File: src/rtl/mmio_uart_tx_if.sv
// Core data-memory port as seen by an MMIO responder: MemWrite qualifies the
// store, the responder is always ready, and reads are combinational in-cycle.
interface mmio_uart_tx_if;
   logic        MemWrite;
   logic [31:0] DataAdr;
   logic [31:0] WriteData;
   logic [31:0] ReadData;
   logic        Hit;

   modport master (
      output MemWrite, DataAdr, WriteData,
      input  ReadData, Hit
   );

   modport slave (
      input  MemWrite, DataAdr, WriteData,
      output ReadData, Hit
   );
endinterface

File: src/rtl/mmio_uart_tx.sv
// Memory-mapped 8N1 UART transmitter: word stores to TXDATA queue bytes in a
// small FIFO, a serializer FSM shifts them out, STATUS reads back FIFO/FSM state.
module mmio_uart_tx #(
   parameter logic [31:0] BASE_ADDR    = 32'h0000_0100,
   parameter int unsigned CLKS_PER_BIT = 16,
   parameter int unsigned FIFO_DEPTH   = 4
) (
   input  logic                 clk,
   input  logic                 reset,
   mmio_uart_tx_if.slave        bus,
   output logic                 tx,
   output logic [1:0]           dbg_state_o
);

   localparam int unsigned PTR_W  = $clog2(FIFO_DEPTH);
   localparam int unsigned CNT_W  = PTR_W + 1;
   localparam int unsigned BAUD_W = $clog2(CLKS_PER_BIT);

   typedef enum logic [1:0] {
      S_IDLE  = 2'd0,
      S_START = 2'd1,
      S_DATA  = 2'd2,
      S_STOP  = 2'd3
   } state_t;

   // ---------------------------------------------------------------
   // Bus decode
   // ---------------------------------------------------------------
   logic hit;
   logic sel_status;
   logic push;
   logic clr_ovf;

   assign hit        = (bus.DataAdr[31:3] == BASE_ADDR[31:3]);
   assign sel_status = bus.DataAdr[2];
   assign push       = hit && bus.MemWrite && !sel_status;
   assign clr_ovf    = hit && bus.MemWrite && sel_status && bus.WriteData[3];

   logic unused_bits;
   assign unused_bits = ^{bus.DataAdr[1:0], bus.WriteData[31:8]};

   // ---------------------------------------------------------------
   // TX FIFO
   // ---------------------------------------------------------------
   logic [7:0]       fifo_mem_q [FIFO_DEPTH];
   logic [PTR_W-1:0] wr_ptr_q, wr_ptr_d;
   logic [PTR_W-1:0] rd_ptr_q, rd_ptr_d;
   logic [CNT_W-1:0] count_q, count_d;
   logic             ovf_q, ovf_d;
   logic             full;
   logic             empty;
   logic             pop;
   logic             accept;
   logic [7:0]       fifo_head;

   assign full      = (count_q == CNT_W'(FIFO_DEPTH));
   assign empty     = (count_q == '0);
   assign fifo_head = fifo_mem_q[rd_ptr_q];
   // A pop in the same cycle frees the slot the push lands in.
   assign accept    = push && (!full || pop);

   always_comb begin
      wr_ptr_d = wr_ptr_q;
      rd_ptr_d = rd_ptr_q;
      count_d  = count_q + CNT_W'(accept) - CNT_W'(pop);
      ovf_d    = ovf_q;
      if (accept) wr_ptr_d = wr_ptr_q + PTR_W'(1);
      if (pop)    rd_ptr_d = rd_ptr_q + PTR_W'(1);
      if (push && full && !pop) begin
         ovf_d = 1'b1;
      end else if (clr_ovf) begin
         ovf_d = 1'b0;
      end
   end

   always_ff @(posedge clk) begin
      if (reset) begin
         wr_ptr_q <= '0;
         rd_ptr_q <= '0;
         count_q  <= '0;
         ovf_q    <= 1'b0;
      end else begin
         wr_ptr_q <= wr_ptr_d;
         rd_ptr_q <= rd_ptr_d;
         count_q  <= count_d;
         ovf_q    <= ovf_d;
      end
   end

   always_ff @(posedge clk) begin
      if (accept) fifo_mem_q[wr_ptr_q] <= bus.WriteData[7:0];
   end

   // ---------------------------------------------------------------
   // Serializer FSM
   // ---------------------------------------------------------------
   state_t            state_q, state_d;
   logic [BAUD_W-1:0] baud_q, baud_d;
   logic [2:0]        bit_q, bit_d;
   logic [7:0]        shift_q, shift_d;
   logic              tx_q, tx_d;
   logic              baud_last;
   logic              busy;

   assign baud_last = (baud_q == BAUD_W'(CLKS_PER_BIT - 1));

   always_ff @(posedge clk) begin
      if (reset) begin
         state_q <= S_IDLE;
         baud_q  <= '0;
         bit_q   <= '0;
         shift_q <= '0;
         tx_q    <= 1'b1;
      end else begin
         state_q <= state_d;
         baud_q  <= baud_d;
         bit_q   <= bit_d;
         shift_q <= shift_d;
         tx_q    <= tx_d;
      end
   end

   always_comb begin
      state_d = state_q;
      baud_d  = baud_q;
      bit_d   = bit_q;
      shift_d = shift_q;
      unique case (state_q)
         S_IDLE: begin
            if (!empty) begin
               state_d = S_START;
               baud_d  = '0;
               shift_d = fifo_head;
            end
         end
         S_START: begin
            if (baud_last) begin
               state_d = S_DATA;
               baud_d  = '0;
               bit_d   = '0;
            end else begin
               baud_d = baud_q + BAUD_W'(1);
            end
         end
         S_DATA: begin
            if (baud_last) begin
               baud_d  = '0;
               shift_d = {1'b0, shift_q[7:1]};
               if (bit_q == 3'd7) state_d = S_STOP;
               else               bit_d   = bit_q + 3'd1;
            end else begin
               baud_d = baud_q + BAUD_W'(1);
            end
         end
         S_STOP: begin
            // Chain straight into the next start bit when more data waits.
            if (baud_last) begin
               baud_d = '0;
               if (!empty) begin
                  state_d = S_START;
                  shift_d = fifo_head;
               end else begin
                  state_d = S_IDLE;
               end
            end else begin
               baud_d = baud_q + BAUD_W'(1);
            end
         end
         default: state_d = S_IDLE;
      endcase
   end

   always_comb begin
      pop  = !empty && ((state_q == S_IDLE) || (state_q == S_STOP && baud_last));
      busy = (state_q != S_IDLE);
      tx_d = 1'b1;
      if (state_d == S_START)     tx_d = 1'b0;
      else if (state_d == S_DATA) tx_d = shift_d[0];
   end

   assign tx          = tx_q;
   assign dbg_state_o = state_q;

   // ---------------------------------------------------------------
   // Read path
   // ---------------------------------------------------------------
   logic [3:0]  count_sat;
   logic [31:0] status;

   always_comb begin
      count_sat = 4'hF;
      if (32'(count_q) < 32'd16) count_sat = 4'(count_q);
   end

   assign status       = {24'h0, count_sat, ovf_q, empty, full, busy};
   assign bus.ReadData = (hit && sel_status) ? status : 32'h0;
   assign bus.Hit      = hit;

endmodule

File: src/flat_wrapper.sv
// flat-port wrapper written by rule: the top's interface ports become plain ports
module mmio_uart_tx_flat 
#(
   parameter logic [31:0] BASE_ADDR    = 32'h0000_0100,
   parameter int unsigned CLKS_PER_BIT = 16,
   parameter int unsigned FIFO_DEPTH   = 4
)
  (clk, reset, tx, dbg_state_o, bus_MemWrite, bus_DataAdr, bus_WriteData, bus_ReadData, bus_Hit);
  mmio_uart_tx_if bus_i ();
  input  logic clk;
  input  logic reset;
  output logic tx;
  output logic [1:0] dbg_state_o;
  input wire logic [$bits(bus_i.MemWrite)-1:0] bus_MemWrite;
  input wire logic [$bits(bus_i.DataAdr)-1:0] bus_DataAdr;
  input wire logic [$bits(bus_i.WriteData)-1:0] bus_WriteData;
  output wire logic [$bits(bus_i.ReadData)-1:0] bus_ReadData;
  output wire logic [$bits(bus_i.Hit)-1:0] bus_Hit;
  assign bus_i.MemWrite = bus_MemWrite;
  assign bus_i.DataAdr = bus_DataAdr;
  assign bus_i.WriteData = bus_WriteData;
  assign bus_ReadData = bus_i.ReadData;
  assign bus_Hit = bus_i.Hit;
  mmio_uart_tx #(.BASE_ADDR(BASE_ADDR), .CLKS_PER_BIT(CLKS_PER_BIT), .FIFO_DEPTH(FIFO_DEPTH)) u_core (.clk(clk), .reset(reset), .bus(bus_i), .tx(tx), .dbg_state_o(dbg_state_o));
endmodule
File: config.mk
export PLATFORM = sky130hd
export DESIGN_NAME = mmio_uart_tx_flat
export DESIGN_NICKNAME = d
export VERILOG_FILES = /design/src/rtl/mmio_uart_tx_if.sv /design/src/rtl/mmio_uart_tx.sv /design/src/flat_wrapper.sv
export SDC_FILE = /design/constraint.sdc
export NUM_CORES = 1
export LEC_CHECK = 0
export CAP_MARGIN = 20
export CORE_UTILIZATION = 45
export DETAILED_ROUTE_END_ITERATION = 16
export GPL_TIMING_DRIVEN = 0
export MAX_ROUTING_LAYER = met4
export PLACE_DENSITY = 0.78
export SLEW_MARGIN = 40
export SYNTH_ARGS = -nofsm -noshare
export SYNTH_HDL_FRONTEND = slang
export SYNTH_SLANG_ARGS = --single-unit
File: constraint.sdc
create_clock -name clk -period 3.3 [get_ports clk]
set_clock_uncertainty 0.1 [all_clocks]
set_input_delay 0.99 -clock clk [delete_from_list [all_inputs] [get_ports clk]]
set_output_delay 0.99 -clock clk [all_outputs]
set_load 0.02 [all_outputs]
**Yosys cells after proc, flatten, opt, wreduce, memory -nomap -nowiden**

Memory sizes are Yosys's and may differ from the RTL's. A register that Yosys moved wholly into a read port is not among the register bits.
Index checks and enable logic that the tools add are counted.

- Reduce and logical (&&, ||, !) cells: 25
- $add $sub $neg: 6
- Equality and inequality tests: 14
- Mux-type cells: 27

Operator list:

| operator | number |
|---|---|
| $eq 29x6->1 const B | 1 |
| $mux 8 | 3 |
| $pmux 8 s3 | 1 |
| $mux 2 | 7 |
| $logic_and 1x1->1 | 10 |
| $mux 3 | 3 |
| $mux 4 | 2 |
| $pmux 2 s4 | 1 |
| $pmux 4 s2 | 1 |
| $mux 1 | 7 |
| $mux 7 | 1 |
| $eq 2x2->1 const B | 3 |
| $eq 3x3->1 const B | 2 |
| $ne 2x1->1 const B | 3 |
| $pmux 3 s2 | 1 |
| $reduce_bool 2->1 | 3 |
| $add 2x1->2 const B | 2 |
| $add 4x1->4 const B | 1 |
| $eq 2x1->1 const B | 2 |
| $eq 4x4->1 const B | 1 |
| $logic_not 1->1 | 4 |
| $ne 2x2->1 const B | 2 |
| $reduce_and 4->1 | 1 |
| $add 3x1->3 | 1 |
| 8 further kinds | 9 |

- Input port bits: 67
- Output and inout bits: 36
- Memories kept: 1
- Logic and storage cells: 83
- Bits in writable memories: 32
- Register bits after elaboration: 26

Memory list:

| memory | words | width | read ports | clocked after memory_dff | write ports | line | text |
|---|---|---|---|---|---|---|---|
| u_core.fifo_mem_q | 4 | 8 | 1 | 1 | 1 | mmio_uart_tx.sv:45 | `logic [7:0] fifo_mem_q [FIFO_DEPTH];` |

**Longest topological paths before layout**

Gate-level depths: netlist of run 1.

- Depth after elaboration: 8
- Gate-level depth with buffers: 13
- Gate-level depth less buffers: 13

**Least setup slack after synthesis of run 1**

OpenSTA, ideal clock, no wires.

- Kind: input port to output port
- Start: input bus_DataAdr[7]
- End: output bus_ReadData[0]
- Path buffers: 0
- Required time: 2210 ps
- Slack: -32 ps
- Stages on the path: 5
- Data arrival time: 2242 ps
- Cell sequence: nor4b_1 nand4_1 nor2_2 nand2_1 nor2_1

- Longest elaborated chain between the ends: 3

Ends and longest elaborated chain:

| what | line | text |
|---|---|---|
| start, declared | flat_wrapper.sv:15 | `input wire logic [$bits(bus_i.DataAdr)-1:0] bus_DataAdr;` |
| $eq 29x6->1 | mmio_uart_tx.sv:34 | `assign hit = (bus.DataAdr[31:3] == BASE_ADDR[31:3]);` |
| net bus_Hit | flat_wrapper.sv:18 | `output wire logic [$bits(bus_i.Hit)-1:0] bus_Hit;` |
| $logic_and 1x1->1 | mmio_uart_tx.sv:196 | `assign bus.ReadData = (hit && sel_status) ? status : 32'h0;` |
| $mux 7 | mmio_uart_tx.sv:196 |  |
| end, declared | flat_wrapper.sv:17 | `output wire logic [$bits(bus_i.ReadData)-1:0] bus_ReadData;` |

The timed path passes the listed nets, and every way through them passes these cells.

**Worst setup path in the final report of run 1**

- Start: input bus_DataAdr[23]
- End: output bus_ReadData[1]

- Longest elaborated chain between the ends: 3

Ends and longest elaborated chain:

| what | line |
|---|---|
| $eq 29x6->1 | mmio_uart_tx.sv:34 |
| $logic_and 1x1->1 | mmio_uart_tx.sv:196 |
| $mux 7 | mmio_uart_tx.sv:196 |

No other way between the ends.

==> results of run 1 <==
-- worst reg2reg max path, stage by stage (launching register included) --
cell,delay [ns]
dfxtp_1,0.38
ha_1,0.24
nand3_2,0.17
o21ai_0,0.19
nand2_1,0.20
inv_2,0.16
ha_1,0.24
inv_1,0.05
ha_1,0.13
inv_1,0.05
fa_1,0.37
xor2_1,0.17
xnor2_1,0.13
nor2_1,0.05
-- flip-flops by register name, indices dropped and copies added (netlist names), named ones only --
name                count
u_core.baud_q           4
u_core.bit_q            3
u_core.rd_ptr_q         2
u_core.count_q          3
u_core.tx               1
u_core.shift_q          8
u_core.ovf_q            1
u_core.fifo_mem_q      32
u_core.wr_ptr_q         2
u_core.dbg_state_o      2
-- final cells by class --
| cell class | count | area, µm² |
|---|---|---|
| multi-input cells | 178 | 1300 |
| repair buffers | 57 | 492 |
| clock buffers | 9 | 124 |
| plain buffers | 32 | 224 |
| flip-flops and latches | 60 | 1520 |
| well taps | 75 | 93.8 |
| fillers | 480 | 2180 |
| inverters | 9 | 33.8 |
| clock inverters | 7 | 51.3 |
-- placed cells by master, fill, tap and decap left out, types with 3 or more instances in the layout --
cell             instances
ha_1                     9
nor2b_1                  3
a21oi_1                  4
buf_2                   12
nor2_1                  42
clkdlybuf4s50_1         13
clkbuf_2                 4
inv_1                    8
mux2i_1                  4
nand3_1                  4
nor4_4                   5
nand2_1                 12
conb_1                  25
buf_6                   13
buf_4                   32
clkbuf_8                 9
edfxtp_1                32
xnor2_1                  4
dfxtp_1                 28
dlygate4sd2_1            5
clkinvlp_4               4
nor4_1                   6
and2_1                  10
o21ai_0                  4
mux4_2                   8
clkdlybuf4s15_1          6
nor2_4                   3
nor3_1                   3
-- cells by family after synthesis --
logic type | after synthesis | synth area share (%)
flops | 60 | 53.1
other cells | 1 | 0.131
buf+inv | 41 | 8.99
fa+ha+maj | 10 | 4.62
simple gates | 106 | 18.7
xor+xnor | 6 | 1.83
compound gates | 19 | 5.02
mux | 12 | 7.68
-- repair_timing --
action	in CTS	in global routing
resized for setup	122	29
buffers inserted	6	1
setup endpoints to repair	9	8
pin swaps	13	9
-- power by group through the flow --
stage	Clock, mW	Combinational (mW)	Sequential [mW]
after detailed placement	0	0.131	0.805
after floorplan	0	0.0729	0.805
after CTS	0.594	0.125	0.788
after global placement	0	0.129	0.804
after global routing	0.627	0.145	0.788
final	0.581	0.133	0.788
-- per-layer routing --
| layer | up-vias | routed length [µm] |
|---|---|---|
| li1 | 1039 | - |
| met1 | 974 | 2490 |
| met2 | 59 | 3040 |
| met3 | 11 | 242 |
| met4 | 0 | 99 |
| met5 | - | 0 |
-- per-stage QoR --
step	std cells	power (mW)	TNS, ns
5_1_grt	427	1.56	-0.466
3_3_place_gp	404	0.933	-9.18
3_5_place_dp	404	0.936	-11.86
4_1_cts	426	1.51	-0.0313
2_1_floorplan	279	0.878	0
6_report	427	1.50	-0.0729
-- final timing paths --
path                                   from                             end  slack [ns]  cells past startpoint
min reg2reg  u_core.shift_q[3]$_SDFFE_PP0P_  u_core.shift_q[3]$_SDFFE_PP0P_        0.40                      2
min          u_core.shift_q[3]$_SDFFE_PP0P_  u_core.shift_q[3]$_SDFFE_PP0P_        0.40                      2
max                         bus_DataAdr[23]                 bus_ReadData[1]       -0.05                      7
max reg2reg   u_core.baud_q[0]$_SDFFE_PP0P_    u_core.count_q[2]$_SDFF_PP0_        0.54                     13
==> qor.txt, run 1 <==
Status: complete, but fails checks
Failing checks: negative setup slack
Avg WL per Cell: 13.7 µm
Later-pin clock latency in the skew report: 0.34 ns
H-tree depth: 3
Clock transition at the registers of the reported paths: 0.07 ns
CTS Root Buffer Type: clkbuf_8
MaxCap Viol Count: 0
Leak pwr: 1.56 nW
Hpwl dp: 4.00 mm
Global-route wire length before repair: 9.09 mm
Setup WS pre-CTS: -1.03 ns
Flop pwr share: 52.5%
Switch share: 25.1%
Grt ovf: 0
FFs w/ async S/R, synth: 0%
Crit path buf inv count: 3
DRC Markers: 0
Post-Syn Area per Cell: 11.2 µm²
RSZ-0062 raised after global routing: yes
Hold_buf cts: 0
Most common cell in the netlist: nor2_1
WS Path Type: input pin to output port
Crit. End Element: output port
IO buf count: 50
FP Rows: 28
Worst stage delay on the critical path: 0.27 ns
Die Ht: 81.8 µm
Startpoint types: input pin
Setup violators final: 4
GRT Total Usage: 19.2%
Worst vdd ir: 0.000411 V
GR Util met2: 31.7%
Share of cells above drive strength 1: 29.5%
Placed cell area: 0.00356 mm²
Max-slew violation count: 0
DR vias: 2083
Comb pwr share: 8.8%
Effective utilization at floorplan: 47.6%
Busiest layer in global routing: met2
# IOs: 103
Synthesized instance count: 255
Synth top cells by count: 45 x nor2_1, 32 x edfxtp_1, 28 x dfxtp_1
P_int: 1.12 mW
# diodes: 0
Worst-Margin Slew: 0.551 ns
Initial DRT Pass Iterations: 4
Fin worst setup slack: -0.0500 ns
Number of flops mapped to enable cells by yosys: 32
Post-route cell area: 0.00384 mm²
Largest area contributor in the netlist: edfxtp_1
Via-to-Cell Ratio: 4.88
Crit path DAT: 2.26 ns
Die Span X: 81.8 µm
Worst min path class: register to register
Critical path fanouts, max: 4
#FFs+latches synth: 60
F_max: 0.299 GHz
Core area: 0.00603 mm²
Post-Syn Area: 0.00287 mm²
Hold slack: 0.396 ns
GR Layer Usage met1: 22.2%
Final hold violation count: 0
Nets: 424
Die area: 0.00670 mm²
Crit path cell chain: buf_6, nor4_4, nand4_1, buf_4, nor3_4, and3_4, buf_6
CTS max path bufs: 2
Yosys warns: 0
GR Util met3: 5.22%
Num CTS Buffers: 9
Max transition margin: 62.9%
WP data required: 2.21 ns
Clock sink total: 60
Pwr dens: 391 mW/mm²
CP max-delay cell: nor4_4
Psw: 0.378 mW
Most used DFF post-synth: edfxtp_1
Fin crit period: 3.35 ns
Post-synth cell types: 47
Synth area leaders: edfxtp_1 34%, dfxtp_1 20%, buf_4 6.5%, mux4_2 6.3%, nor2_1 5.9%
Final core occ: 63.8%
Area share of the largest cell type after synthesis: 33.5%
Initial DRC count: 55
Area delta synth->final: 34.0%
Initial antenna violation count: 0
CTS tree: yes
Final WL: 5.87 mm
GPL Wtd Cong: 0.774
Vias in the first global route: 1950
Largest net degree at the start of global routing: 13
Register area share after synthesis: 53.1%
Clock share of power: 38.7%
Antenna Nets Post-Route: 0
Tcrit/Tclk final: 102%
CP delay by family, top: simple AND/OR/NAND/NOR gates
CP most frequent cell: buf_6
Power figures use the tool's default switching activity.
==> inputs of run 2 (changes only) <==
==> constraint.sdc (replaced) <==
create_clock -name clk -period 3.6 [get_ports clk]
set_clock_uncertainty 0.1 [all_clocks]
set_input_delay 1.08 -clock clk [delete_from_list [all_inputs] [get_ports clk]]
set_output_delay 1.08 -clock clk [all_outputs]
set_load 0.02 [all_outputs]
==> run 2 against run 1 <==
Effect of this change:
- the run now ends clean
- hold slack got worse by 0.00089 ns
- design area decreased by 1.1%
- combinational power decreased by 13%
- count of clock-buffer cells in the layout up 2
- critical endpoint unchanged
==> qor.txt, run 2 (synthesized netlist as in run 1, its figures left out) <==
Worst stage delay on the critical path: 0.26 ns
WS Path Type: input pin to output port
RSZ-0062 raised after global routing: yes
IO buf count: 50
Worst vdd ir: 0.000412 V
Num CTS Buffers: 9
CP delay by family, top: simple AND/OR/NAND/NOR gates
Avg WL per Cell: 13.0 µm
Crit path DAT: 2.39 ns
Area delta synth->final: 32.5%
Tcrit/Tclk final: 99.2%
Most frequent cells in the layout: 45 x nor2_1, 36 x buf_4, 32 x edfxtp_1
Crit path buf inv count: 4
Grt ovf: 0
CP max-delay cell: nor4_1
Dpl cells: 404
Hold_buf cts: 0
Hpwl dp: 4.00 mm
Crit path cell chain: buf_2, nor4_1, nand4_1, nor3_2, buf_4, buf_6, and3_4, buf_6
CTS max path bufs: 2
Setup violators final: 0
Commonest non-fill, non-tap cell in the layout: nor2_1
Worst-Margin Slew: 0.560 ns
Vias in the first global route: 2016
Final hold violation count: 0
Die Span X: 81.8 µm
Largest regs: u_core.fifo_mem_q (32), u_core.shift_q (8), u_core.baud_q (4)
Worst min path class: register to register
Crit. End Element: output port
Core area: 0.00603 mm²
Die area: 0.00670 mm²
Leak pwr: 1.57 nW
Pwr dens: 376 mW/mm²
Final WL: 5.61 mm
# IOs: 103
H-tree depth: 3
Die Ht: 81.8 µm
Global-route wire length before repair: 9.16 mm
# diodes: 0
Initial antenna violation count: 0
Status: finished clean
GRT Total Usage: 19.9%
DR vias: 2079
Max transition margin: 62.6%
Effective utilization at floorplan: 47.6%
Fin crit period: 3.57 ns
Max FFs per register: 32
Top reg by flops: u_core.fifo_mem_q
CTS tree: yes
MaxCap Viol Count: 0
DRC Markers: 0
Via-to-Cell Ratio: 4.83
GPL Wtd Cong: 0.793
Startpoint types: input pin
Largest net degree at the start of global routing: 12
Nets: 427
WP data required: 2.42 ns
Antenna Nets Post-Route: 0
Clock sink total: 60
Share of cells above drive strength 1: 28.7%
Later-pin clock latency in the skew report: 0.35 ns
Initial DRT Pass Iterations: 4
Final core occ: 63.1%
Critical path fanouts, max: 2
Hold slack: 0.395 ns
CTS Root Buffer Type: clkbuf_8
FP Rows: 28
CP most frequent cell: buf_6
Max-slew violation count: 0
Initial DRC count: 89
Final std cells w/o fill: 430
Clock transition at the registers of the reported paths: 0.06 ns
F_max: 0.280 GHz
[run 2: what timing repair did]
action,CTS,global route
buffers inserted,7,3
gates resized for setup,114,18
endpoints found under the setup margin,8,8
pin swaps,12,1
[run 2: power by group]
part | internal, mW | total [mW] | switching (mW)
Combinational | 0.0561 | 0.116 | 0.0597
Clock | 0.322 | 0.592 | 0.270
Sequential | 0.721 | 0.722 | 0.00131
[run 2: area by class of cell]
type / count / area [µm²]
clock buffers: 11 / 131
inverters: 9 / 33.8
multi-input cells: 178 / 1260
flip-flops and latches: 60 / 1520
clock inverters: 5 / 62.6
fillers: 477 / 2230
well taps: 75 / 93.8
repair buffers: 60 / 474
plain buffers: 32 / 224
[run 2: final timing paths]
| path | from | endpoint | slack, ns | depth (start not counted) |
|---|---|---|---|---|
| worst max register to register | u_core.baud_q[0]$_SDFFE_PP0P_ | u_core.count_q[2]$_SDFF_PP0_ | 0.82 | 13 |
| worst max-delay path | bus_DataAdr[24] | bus_ReadData[1] | 0.03 | 8 |
| worst min register to register | u_core.shift_q[2]$_SDFFE_PP0P_ | u_core.shift_q[2]$_SDFFE_PP0P_ | 0.40 | 2 |
| worst min-delay path | u_core.shift_q[2]$_SDFFE_PP0P_ | u_core.shift_q[2]$_SDFFE_PP0P_ | 0.40 | 2 |
[run 2: worst register-to-register path, delay by kind of cell, from the launching register on]
kind            cells  cell delay, ns
compound gates      1            0.19
xor+xnor            2            0.29
fa+ha+maj           4            0.98
buf+inv             3            0.28
flops               1            0.39
simple gates        3            0.43
[run 2: per-stage QoR]
step / TNS, ns / setup WS, ns / instance area [µm²] / total power, mW
after detailed placement: -6.71 / -0.913 / 3550 / 0.857
after floorplan: 0 / 0.0884 / 2960 / 0.805
final: 0 / 0.0277 / 3800 / 1.43
after global placement: -6.15 / -0.814 / 3550 / 0.856
after global routing: -0.107 / -0.0676 / 3800 / 1.48
after CTS: 0 / 0.00304 / 3770 / 1.44
[run 2: per-layer routing]
metal  up-vias  wire [µm]  GRT usage (%)
li1       1042          -              -
met5         -          0              -
met2        66       2720           32.3
met3        13        329           7.22
met4         0        114           10.0
met1       958       2450           21.4
